### config.mk
export PLATFORM = sky130hd
export DESIGN_NAME = ex_muldiv
export DESIGN_NICKNAME = d
export VERILOG_FILES = /design/src/rtl/muldiv_pkg.sv /design/src/rtl/muldiv_core.sv /design/src/rtl/ex_muldiv.sv
export SDC_FILE = /design/constraint.sdc
export NUM_CORES = 1
export LEC_CHECK = 0
export CAP_MARGIN = 20
export CORE_MARGIN = 5
export CORE_UTILIZATION = 43
export CTS_CLUSTER_DIAMETER = 40
export DETAILED_ROUTE_END_ITERATION = 10
export PLACE_DENSITY = 0.62
export SETUP_SLACK_MARGIN = 0.3
export SYNTH_ARGS = -nofsm -noshare
export SYNTH_HDL_FRONTEND = slang
export SYNTH_HIERARCHICAL = 1
export SYNTH_SLANG_ARGS = --single-unit
export TNS_END_PERCENT = 1
### constraint.sdc
create_clock -name clk -period 4.7 [get_ports clk]
set_input_delay 0.705 -clock clk [delete_from_list [all_inputs] [get_ports clk]]
set_output_delay 0.705 -clock clk [all_outputs]
set_load 0.01 [all_outputs]
### src/rtl/muldiv_pkg.sv
// Shared encodings for the EX-stage iterative multiply/divide unit.
package muldiv_pkg;

  localparam int WIDTH_DEF = 32;
  localparam int CNT_W_DEF = 5;

  typedef enum logic [2:0] {
    OP_MULT  = 3'b000,
    OP_MULTU = 3'b001,
    OP_DIV   = 3'b010,
    OP_DIVU  = 3'b011,
    OP_MTHI  = 3'b100,
    OP_MTLO  = 3'b101
  } op_e;

  typedef enum logic [1:0] {
    S_IDLE = 2'b00,
    S_RUN  = 2'b01,
    S_FIX  = 2'b10
  } state_e;

endpackage

### src/rtl/muldiv_core.sv
// Iteration datapath: operand magnitudes, shift-add / restoring shift-subtract
// step over a 2*WIDTH+1 accumulator, iteration counter and sign correction.
module muldiv_core
  import muldiv_pkg::*;
#(
  parameter int WIDTH = WIDTH_DEF,
  parameter int CNT_W = CNT_W_DEF
) (
  input  logic             clk,
  input  logic             reset,
  input  logic             load,
  input  logic             step,
  input  logic             is_div,
  input  logic             is_signed,
  input  logic [WIDTH-1:0] srca,
  input  logic [WIDTH-1:0] srcb,
  output logic [CNT_W-1:0] cnt,
  output logic [WIDTH-1:0] res_hi,
  output logic [WIDTH-1:0] res_lo
);

  localparam int AW = 2 * WIDTH + 1;
  localparam logic [WIDTH-1:0]   ONE_W  = {{(WIDTH - 1){1'b0}}, 1'b1};
  localparam logic [2*WIDTH-1:0] ONE_2W = {{(2 * WIDTH - 1){1'b0}}, 1'b1};
  localparam logic [CNT_W-1:0]   ONE_C  = {{(CNT_W - 1){1'b0}}, 1'b1};

  logic [AW-1:0]      acc_r;
  logic [WIDTH-1:0]   opb_r;
  logic               div_r;
  logic               neg_q_r;
  logic               neg_rem_r;
  logic               div0_r;
  logic [CNT_W-1:0]   cnt_r;

  logic               a_neg_s;
  logic               b_neg_s;
  logic [WIDTH-1:0]   a_mag_s;
  logic [WIDTH-1:0]   b_mag_s;
  logic [WIDTH:0]     part_s;
  logic [WIDTH:0]     sum_s;
  logic [AW-1:0]      shl_s;
  logic [WIDTH:0]     trial_s;
  logic [AW-1:0]      acc_nxt_s;
  logic [2*WIDTH-1:0] prod_s;
  logic [WIDTH-1:0]   quo_s;
  logic [WIDTH-1:0]   rem_s;

  // Operand sign flags and magnitudes; 0x80000000 stays 0x80000000 as unsigned.
  always_comb begin
    a_neg_s = is_signed & srca[WIDTH-1];
    b_neg_s = is_signed & srcb[WIDTH-1];
    if (a_neg_s) a_mag_s = ~srca + ONE_W;
    else         a_mag_s = srca;
    if (b_neg_s) b_mag_s = ~srcb + ONE_W;
    else         b_mag_s = srcb;
  end

  // One radix-2 iteration: multiply adds into the upper half then shifts right;
  // divide shifts left and keeps the subtraction only when it does not borrow.
  always_comb begin
    part_s    = acc_r[0] ? {1'b0, opb_r} : {(WIDTH + 1){1'b0}};
    sum_s     = {1'b0, acc_r[2*WIDTH-1:WIDTH]} + part_s;
    shl_s     = {acc_r[AW-2:0], 1'b0};
    trial_s   = shl_s[AW-1:WIDTH] - {1'b0, opb_r};
    acc_nxt_s = shl_s;
    if (div_r) begin
      if (shl_s[AW-1:WIDTH] >= {1'b0, opb_r}) acc_nxt_s = {trial_s, shl_s[WIDTH-1:1], 1'b1};
      else                                    acc_nxt_s = shl_s;
    end else begin
      acc_nxt_s = {1'b0, sum_s, acc_r[WIDTH-1:1]};
    end
  end

  // Sign correction of the finished accumulator; a zero divisor keeps all-ones quotient.
  always_comb begin
    prod_s = acc_r[2*WIDTH-1:0];
    quo_s  = acc_r[WIDTH-1:0];
    rem_s  = acc_r[2*WIDTH-1:WIDTH];
    res_hi = {WIDTH{1'b0}};
    res_lo = {WIDTH{1'b0}};
    if (div_r) begin
      if (neg_q_r && !div0_r) res_lo = ~quo_s + ONE_W;
      else                    res_lo = quo_s;
      if (neg_rem_r) res_hi = ~rem_s + ONE_W;
      else           res_hi = rem_s;
    end else begin
      if (neg_q_r) prod_s = ~acc_r[2*WIDTH-1:0] + ONE_2W;
      else         prod_s = acc_r[2*WIDTH-1:0];
      res_hi = prod_s[2*WIDTH-1:WIDTH];
      res_lo = prod_s[WIDTH-1:0];
    end
  end

  // Accumulator, operand and counter registers.
  always_ff @(posedge clk or posedge reset) begin
    if (reset) begin
      acc_r     <= {AW{1'b0}};
      opb_r     <= {WIDTH{1'b0}};
      div_r     <= 1'b0;
      neg_q_r   <= 1'b0;
      neg_rem_r <= 1'b0;
      div0_r    <= 1'b0;
      cnt_r     <= {CNT_W{1'b0}};
    end else if (load) begin
      div_r     <= is_div;
      neg_q_r   <= a_neg_s ^ b_neg_s;
      neg_rem_r <= a_neg_s;
      div0_r    <= is_div & (srcb == {WIDTH{1'b0}});
      opb_r     <= is_div ? b_mag_s : a_mag_s;
      acc_r     <= {{(WIDTH + 1){1'b0}}, (is_div ? a_mag_s : b_mag_s)};
      cnt_r     <= {CNT_W{1'b0}};
    end else if (step) begin
      acc_r     <= acc_nxt_s;
      cnt_r     <= cnt_r + ONE_C;
    end else begin
      acc_r     <= acc_r;
      cnt_r     <= cnt_r;
    end
  end

  assign cnt = cnt_r;

endmodule

### src/rtl/ex_muldiv.sv
// EX-stage multiply/divide unit: control FSM, HI/LO registers, MTHI/MTLO and
// flush handling around the iterative muldiv_core datapath.
module ex_muldiv
  import muldiv_pkg::*;
#(
  parameter int WIDTH = WIDTH_DEF,
  parameter int CNT_W = CNT_W_DEF
) (
  input  logic             clk,
  input  logic             reset,
  input  logic             start,
  input  logic [2:0]       op,
  input  logic [WIDTH-1:0] srca,
  input  logic [WIDTH-1:0] srcb,
  input  logic             flush,
  output logic [WIDTH-1:0] hi,
  output logic [WIDTH-1:0] lo,
  output logic             busy,
  output logic             done
);

  localparam logic [CNT_W-1:0] LAST_CNT = CNT_W'(WIDTH - 1);

  state_e           state_r;
  logic [WIDTH-1:0] hi_r;
  logic [WIDTH-1:0] lo_r;
  logic             busy_r;
  logic             done_r;

  logic             load_s;
  logic             step_s;
  logic [CNT_W-1:0] cnt_s;
  logic [WIDTH-1:0] res_hi_s;
  logic [WIDTH-1:0] res_lo_s;

  // Accept a MULT/DIV only from IDLE; flush always wins over start.
  always_comb begin
    load_s = 1'b0;
    step_s = 1'b0;
    if (state_r == S_IDLE && start && !flush && !op[2]) load_s = 1'b1;
    else                                                load_s = 1'b0;
    if (state_r == S_RUN && !flush) step_s = 1'b1;
    else                            step_s = 1'b0;
  end

  muldiv_core #(
    .WIDTH (WIDTH),
    .CNT_W (CNT_W)
  ) u_core (
    .clk       (clk),
    .reset     (reset),
    .load      (load_s),
    .step      (step_s),
    .is_div    (op[1]),
    .is_signed (~op[0]),
    .srca      (srca),
    .srcb      (srcb),
    .cnt       (cnt_s),
    .res_hi    (res_hi_s),
    .res_lo    (res_lo_s)
  );

  // Control FSM with registered HI/LO, busy and done.
  always_ff @(posedge clk or posedge reset) begin
    if (reset) begin
      state_r <= S_IDLE;
      hi_r    <= {WIDTH{1'b0}};
      lo_r    <= {WIDTH{1'b0}};
      busy_r  <= 1'b0;
      done_r  <= 1'b0;
    end else begin
      done_r <= 1'b0;
      case (state_r)
        S_IDLE: begin
          if (start && !flush) begin
            case (op)
              OP_MULT, OP_MULTU, OP_DIV, OP_DIVU: begin
                state_r <= S_RUN;
                busy_r  <= 1'b1;
              end
              OP_MTHI: hi_r    <= srca;
              OP_MTLO: lo_r    <= srca;
              default: state_r <= S_IDLE;
            endcase
          end else begin
            state_r <= S_IDLE;
          end
        end
        S_RUN: begin
          if (flush) begin
            state_r <= S_IDLE;
            busy_r  <= 1'b0;
          end else if (cnt_s == LAST_CNT) begin
            state_r <= S_FIX;
          end else begin
            state_r <= S_RUN;
          end
        end
        S_FIX: begin
          state_r <= S_IDLE;
          busy_r  <= 1'b0;
          if (!flush) begin
            hi_r   <= res_hi_s;
            lo_r   <= res_lo_s;
            done_r <= 1'b1;
          end else begin
            done_r <= 1'b0;
          end
        end
        default: begin
          state_r <= S_IDLE;
          busy_r  <= 1'b0;
        end
      endcase
    end
  end

  assign hi   = hi_r;
  assign lo   = lo_r;
  assign busy = busy_r;
  assign done = done_r;

endmodule

After elaboration in Yosys (flattened, before gate mapping)
Cells that the tools add are included.

Add/subtract/negate cells: 8. Magnitude comparators: 1. Eq/ne operators: 15. Multiplexer cells: 37. Bitwise logic cells: 10. Reduce and logical (&&, ||, !) cells: 19.

Operator list (count): $mux W32 (15); $mux W64 (5); $add A32 B1 Y32 const B (4); $not A32 Y32 (4); $pmux W32 S2 (2); $add A64 B1 Y64 const B (1); $not A64 Y64 (1); $add A32 B32 Y33 (1); $ge A33 B32 Y1 (1); $logic_not A32 Y1 (1); $sub A32 B32 Y32 (1); $mux W5 (2); $ne A2 B1 Y1 const B (4); $pmux W2 S2 (2); $reduce_and A4 Y1 (2); $mux W1 (7); $eq A3 B2 Y1 const B (2); $eq A3 B3 Y1 const B (2); $logic_and A1 B1 Y1 (6); $mux W2 (3); $add A5 B1 Y5 const B (1); $eq A5 B5 Y1 const B (1); $ne A2 B2 Y1 const B (2); $reduce_bool A2 Y1 (2); other kinds (14) (18).

Register bits: 173. Input bits: 71. Output and inout bits: 66. Logic and storage cells: 102.

Longest topological paths before layout
Word-level depth: 6. Gate-level depth with buffers: 14. Mapped depth without buffers: 13.

Modules after synthesis
The synthesis kept the hierarchy.

Modules (own cells, without submodules): muldiv_core (times used 1, cells an instance 1644, area each 12190.4 um^2, seq. area each 2627.5 um^2); ex_muldiv (times used 1, cells an instance 227, area each 3384.5 um^2, seq. area each 1701.6 um^2).

Least setup slack after synthesis
Ideal clock, no wire load.

Path type: register to register. From: reg u_core.acc_r[0]. To: reg u_core.acc_r[61]. Setup time: 116 ps. Arrival time: 3083 ps. Required time: 4584 ps. Path slack: 1501 ps. Stages on the path, launching flop included: 15. Path buffers: 2. Clock period less this slack: 3199 ps. Cells stage by stage: dfrtp_1 -> inv_1 -> clkbuf_1 -> nor2_1 -> ha_1 -> clkbuf_1 -> a211oi_1 -> o21ai_0 -> a221o_1 -> o21ai_0 -> o21ai_0 -> a41oi_1 -> a21bo_2 -> xor2_1 -> o311ai_0.

Cells in the longest elaborated chain, start to end: 5.

Ends and longest elaborated chain: start, declared (line muldiv_core.sv:27) `logic [AW-1:0] acc_r;`; start signal, assigned (line muldiv_core.sv:97) `acc_r <= {AW{1'b0}};`; start signal, assigned (line muldiv_core.sv:110) `acc_r <= {{(WIDTH + 1){1'b0}}, (is_div ? a_mag_s : b_mag_s)};`; start signal, assigned (line muldiv_core.sv:113) `acc_r <= acc_nxt_s;`; $mux W32 (line muldiv_core.sv:61) `part_s = acc_r[0] ? {1'b0, opb_r} : {(WIDTH + 1){1'b0}};`; $add A32 B32 Y33 (line muldiv_core.sv:62) `sum_s = {1'b0, acc_r[2*WIDTH-1:WIDTH]} + part_s;`; $mux W64 (line muldiv_core.sv:66) `if (div_r) begin`; $mux W64 (line muldiv_core.sv:112) `end else if (step) begin`; $mux W64 (line muldiv_core.sv:104) `end else if (load) begin`.

Every way passes these cells. The select of a mux whose other input is x is not followed. A chain may end at the register's enable or synchronous reset.

Worst setup path after layout
From: reg u_core.acc_r[0]. To: reg u_core.acc_r[63].

The elaborated chain is that of the path after synthesis.

==> metrics <==
Distinct cells, synth 87; Inserted Clock Buffers 17; Mapped Area 15600 sq um; pre-CTS WS 789 ps; outcome complete, no violations; Worst-Skew Late Latency 450 ps; Seq/Total Area, Yosys 27.8%; final setup margin 888 ps; share of power burned in registers 26.7%; initial DRC count 1349; top-count cell post-synth nand2_1; Layout Cells excl Fill 2432; Max Clock Skew 14.4 ps; final hold vios 0; switching pwr 4.85 mW; f_max 262 MHz; Post-DP Area 17400 sq um; CTS tree yes; Sink Count 173; FP Rows 69; Starting Density 43.7%; Critical Path Sink Type register; EDFF count, synth 0; Root Buffer clkbuf_16; WL final 58200 um; share of flip-flops with an asynchronous set or reset 100%; Combinational Power Share 58.7%; number of global-route vias before repair 14600; most instantiated cells after synthesis nand2_1, o21ai_0, dfrtp_1; CP Launch Type register; synth top area cells dfrtp_1, mux2_2, o21ai_0; Post-CTS Resized 0; Final ANT Viol Nets 0; RSZ-0062 raised after global routing no; leading area contributor after synthesis dfrtp_1; IO buf count 136; Sw Share 48.0%; maxcap violations 0; P&R area growth vs syn 15.4%; # setup viols final 0; syn_area_per_cell 8.32 sq um; fill cell count 3434; Pleak 7.48 nW; CTS max path bufs 2; final period utilization 81.1%; Vias 14800; DIE AREA 40100 sq um; CP Class register to register; initial antenna violation count 3; DR DRC count 0; Worst Tran Pin Value 1100 ps; ratio of cells with drive above 1 in the final layout 12.4%; layout net count 2099; Crit Path Max Fanout 17; Post-DP HPWL 45300 um; area of the core 35700 sq um; die width 200 um; Post CTS Setup Buffer Count 0; die height 200 um; Yosys reg bits 173; first-pass GRT wire length 88900 um; # IOs 137; Crit path required time 5030 ps; Synth Flop Type dfrtp_1; Post-Route Utilization 50.4%; WL/cell 23.9 um; Pre-antenna DRT Iters 5; RD Place Congestion 0.947; Hold Buf Count CTS 0; Tmin final 3810 ps; CTS H-tree lvls 4; power share of the clock group 14.6%; number of synthesis warnings 6; Tot GR Track Use 28.1%; sum of negative setup slack 0 ps; Slew Limit Fails 0; post-DR vias/cell 6.10; post-synth top area share 27.8%; Hold Crit Class register to register; Final Cell Area 18000 sq um; clock-pin slew on the worst setup and hold paths 70 ps; Internal 5.26 mW; WP data arrival 4140 ps; total grt overflow 0; syn_nets 2013; slew margin rel. 26.6%; largest net degree at the start of global routing 82; cells after synthesis 1871; VDD IR-drop max 0.297 mV; Post-Place Cells 2398; Pwr Density 563 nW/um^2
==> critical path, stage by stage (launching register included) <==
cell	delay, ps
dfrtp_1	460
inv_1	560
nor2_1	90
ha_1	420
and4_1	270
o2111ai_1	130
a31oi_1	320
o21ai_0	140
buf_4	160
o21ai_0	150
buf_4	160
a41oi_1	120
a21bo_2	240
o21ai_0	180
nor4b_1	250
==> stage by stage <==
| step | hold WS, ps | total power, mW |
|---|---|---|
| 2_1_floorplan | 481 | 6.40 |
| 3_3_place_gp | 489 | 8.48 |
| 3_5_place_dp | 496 | 8.52 |
| 4_1_cts | 512 | 10.0 |
| 5_1_grt | 531 | 10.8 |
| 6_report | 503 | 10.1 |
==> logic make-up after synthesis <==
kind of cell / after synthesis / share of synthesized area (%)
and+or+nand+nor: 553 / 17.3
AOI/OAI and AO/OA: 532 / 21.2
muxes: 194 / 13.6
buffers and inverters: 175 / 4.56
xor gates and xnor gates: 173 / 9.73
DFF: 173 / 27.8
adders and majority gates: 71 / 5.80
==> sequential cells by signal (all words and copies together) (netlist names) <==
register	count
u_core/neg_q_r	1
u_core/div0_r	1
lo	32
u_core/opb_r	32
done	1
busy	1
u_core/cnt	5
state_r	2
hi	32
u_core/acc_r	64
u_core/neg_rem_r	1
u_core/div_r	1
==> power by group through the flow <==
stage / sequential [mW] / clock, mW / combinational (mW)
2_1_floorplan: 2.46 / 0 / 3.94
3_3_place_gp: 2.69 / 0 / 5.79
3_5_place_dp: 2.70 / 0 / 5.83
4_1_cts: 2.68 / 1.50 / 5.87
5_1_grt: 2.75 / 1.55 / 6.46
6_report: 2.70 / 1.47 / 5.94
==> layout make-up <==
class	count	area (sq um)	share of cell area, %
Antenna cell	2	5.00	0.0279
Clock buffer	23	478	2.66
Clock inverter	8	108	0.599
Inverter	71	269	1.50
Multi-Input combinational cell	1523	10600	58.7
Sequential cell	173	4330	24.1
Tap cell	461	577	3.21
Timing Repair Buffer	171	1650	9.16
==> worst paths after layout <==
check | endpoint | cells past startpoint | slack [ps] | from
worst max-delay path | u_core/acc_r[63] | 14 | 890 | u_core/acc_r[0]
worst min-delay path | hi[1] | 1 | 500 | hi[1]
worst max register to register | u_core/acc_r[63] | 14 | 890 | u_core/acc_r[0]
worst min register to register | hi[1] | 1 | 500 | hi[1]
max in group asynchronous | hi[28] | 3 | 2950 | reset
min in group asynchronous | lo[1] | 2 | 740 | reset
==> layout by cell type, fill, tap and decap left out, types with 6 or more instances in the layout <==
master	instances
mux2_2	140
dfrtp_1	172
buf_4	34
o41ai_1	8
nand2_1	191
clkbuf_16	17
o21bai_1	11
o21ai_1	6
nand2b_1	13
xor2_1	85
nor2_1	154
xnor2_1	88
o211ai_1	36
nor4_1	12
o31ai_1	17
clkdlybuf4s50_1	135
nand4_1	19
a21o_1	29
nor2b_1	11
a31o_2	6
or4_1	9
a21oi_1	132
a31oi_1	19
a211oi_1	12
ha_1	69
mux2i_1	52
a22oi_1	12
or3_1	7
nand3_1	22
nor3_1	41
and2_1	8
inv_1	69
o21ai_0	187
nand3b_1	7
and3_1	13
o21a_1	12
==> routing by layer <==
metal / share of wire (%) / wire length [um] / GRT usage, %
met3: 6.2 / 3610 / 5.08
met2: 47 / 27500 / 46.8
met1: 43 / 24800 / 36.3
met5: 0.034 / 20 / 0
met4: 3.8 / 2230 / 11.1
No activity file was read; power rests on OpenSTA's default activity.
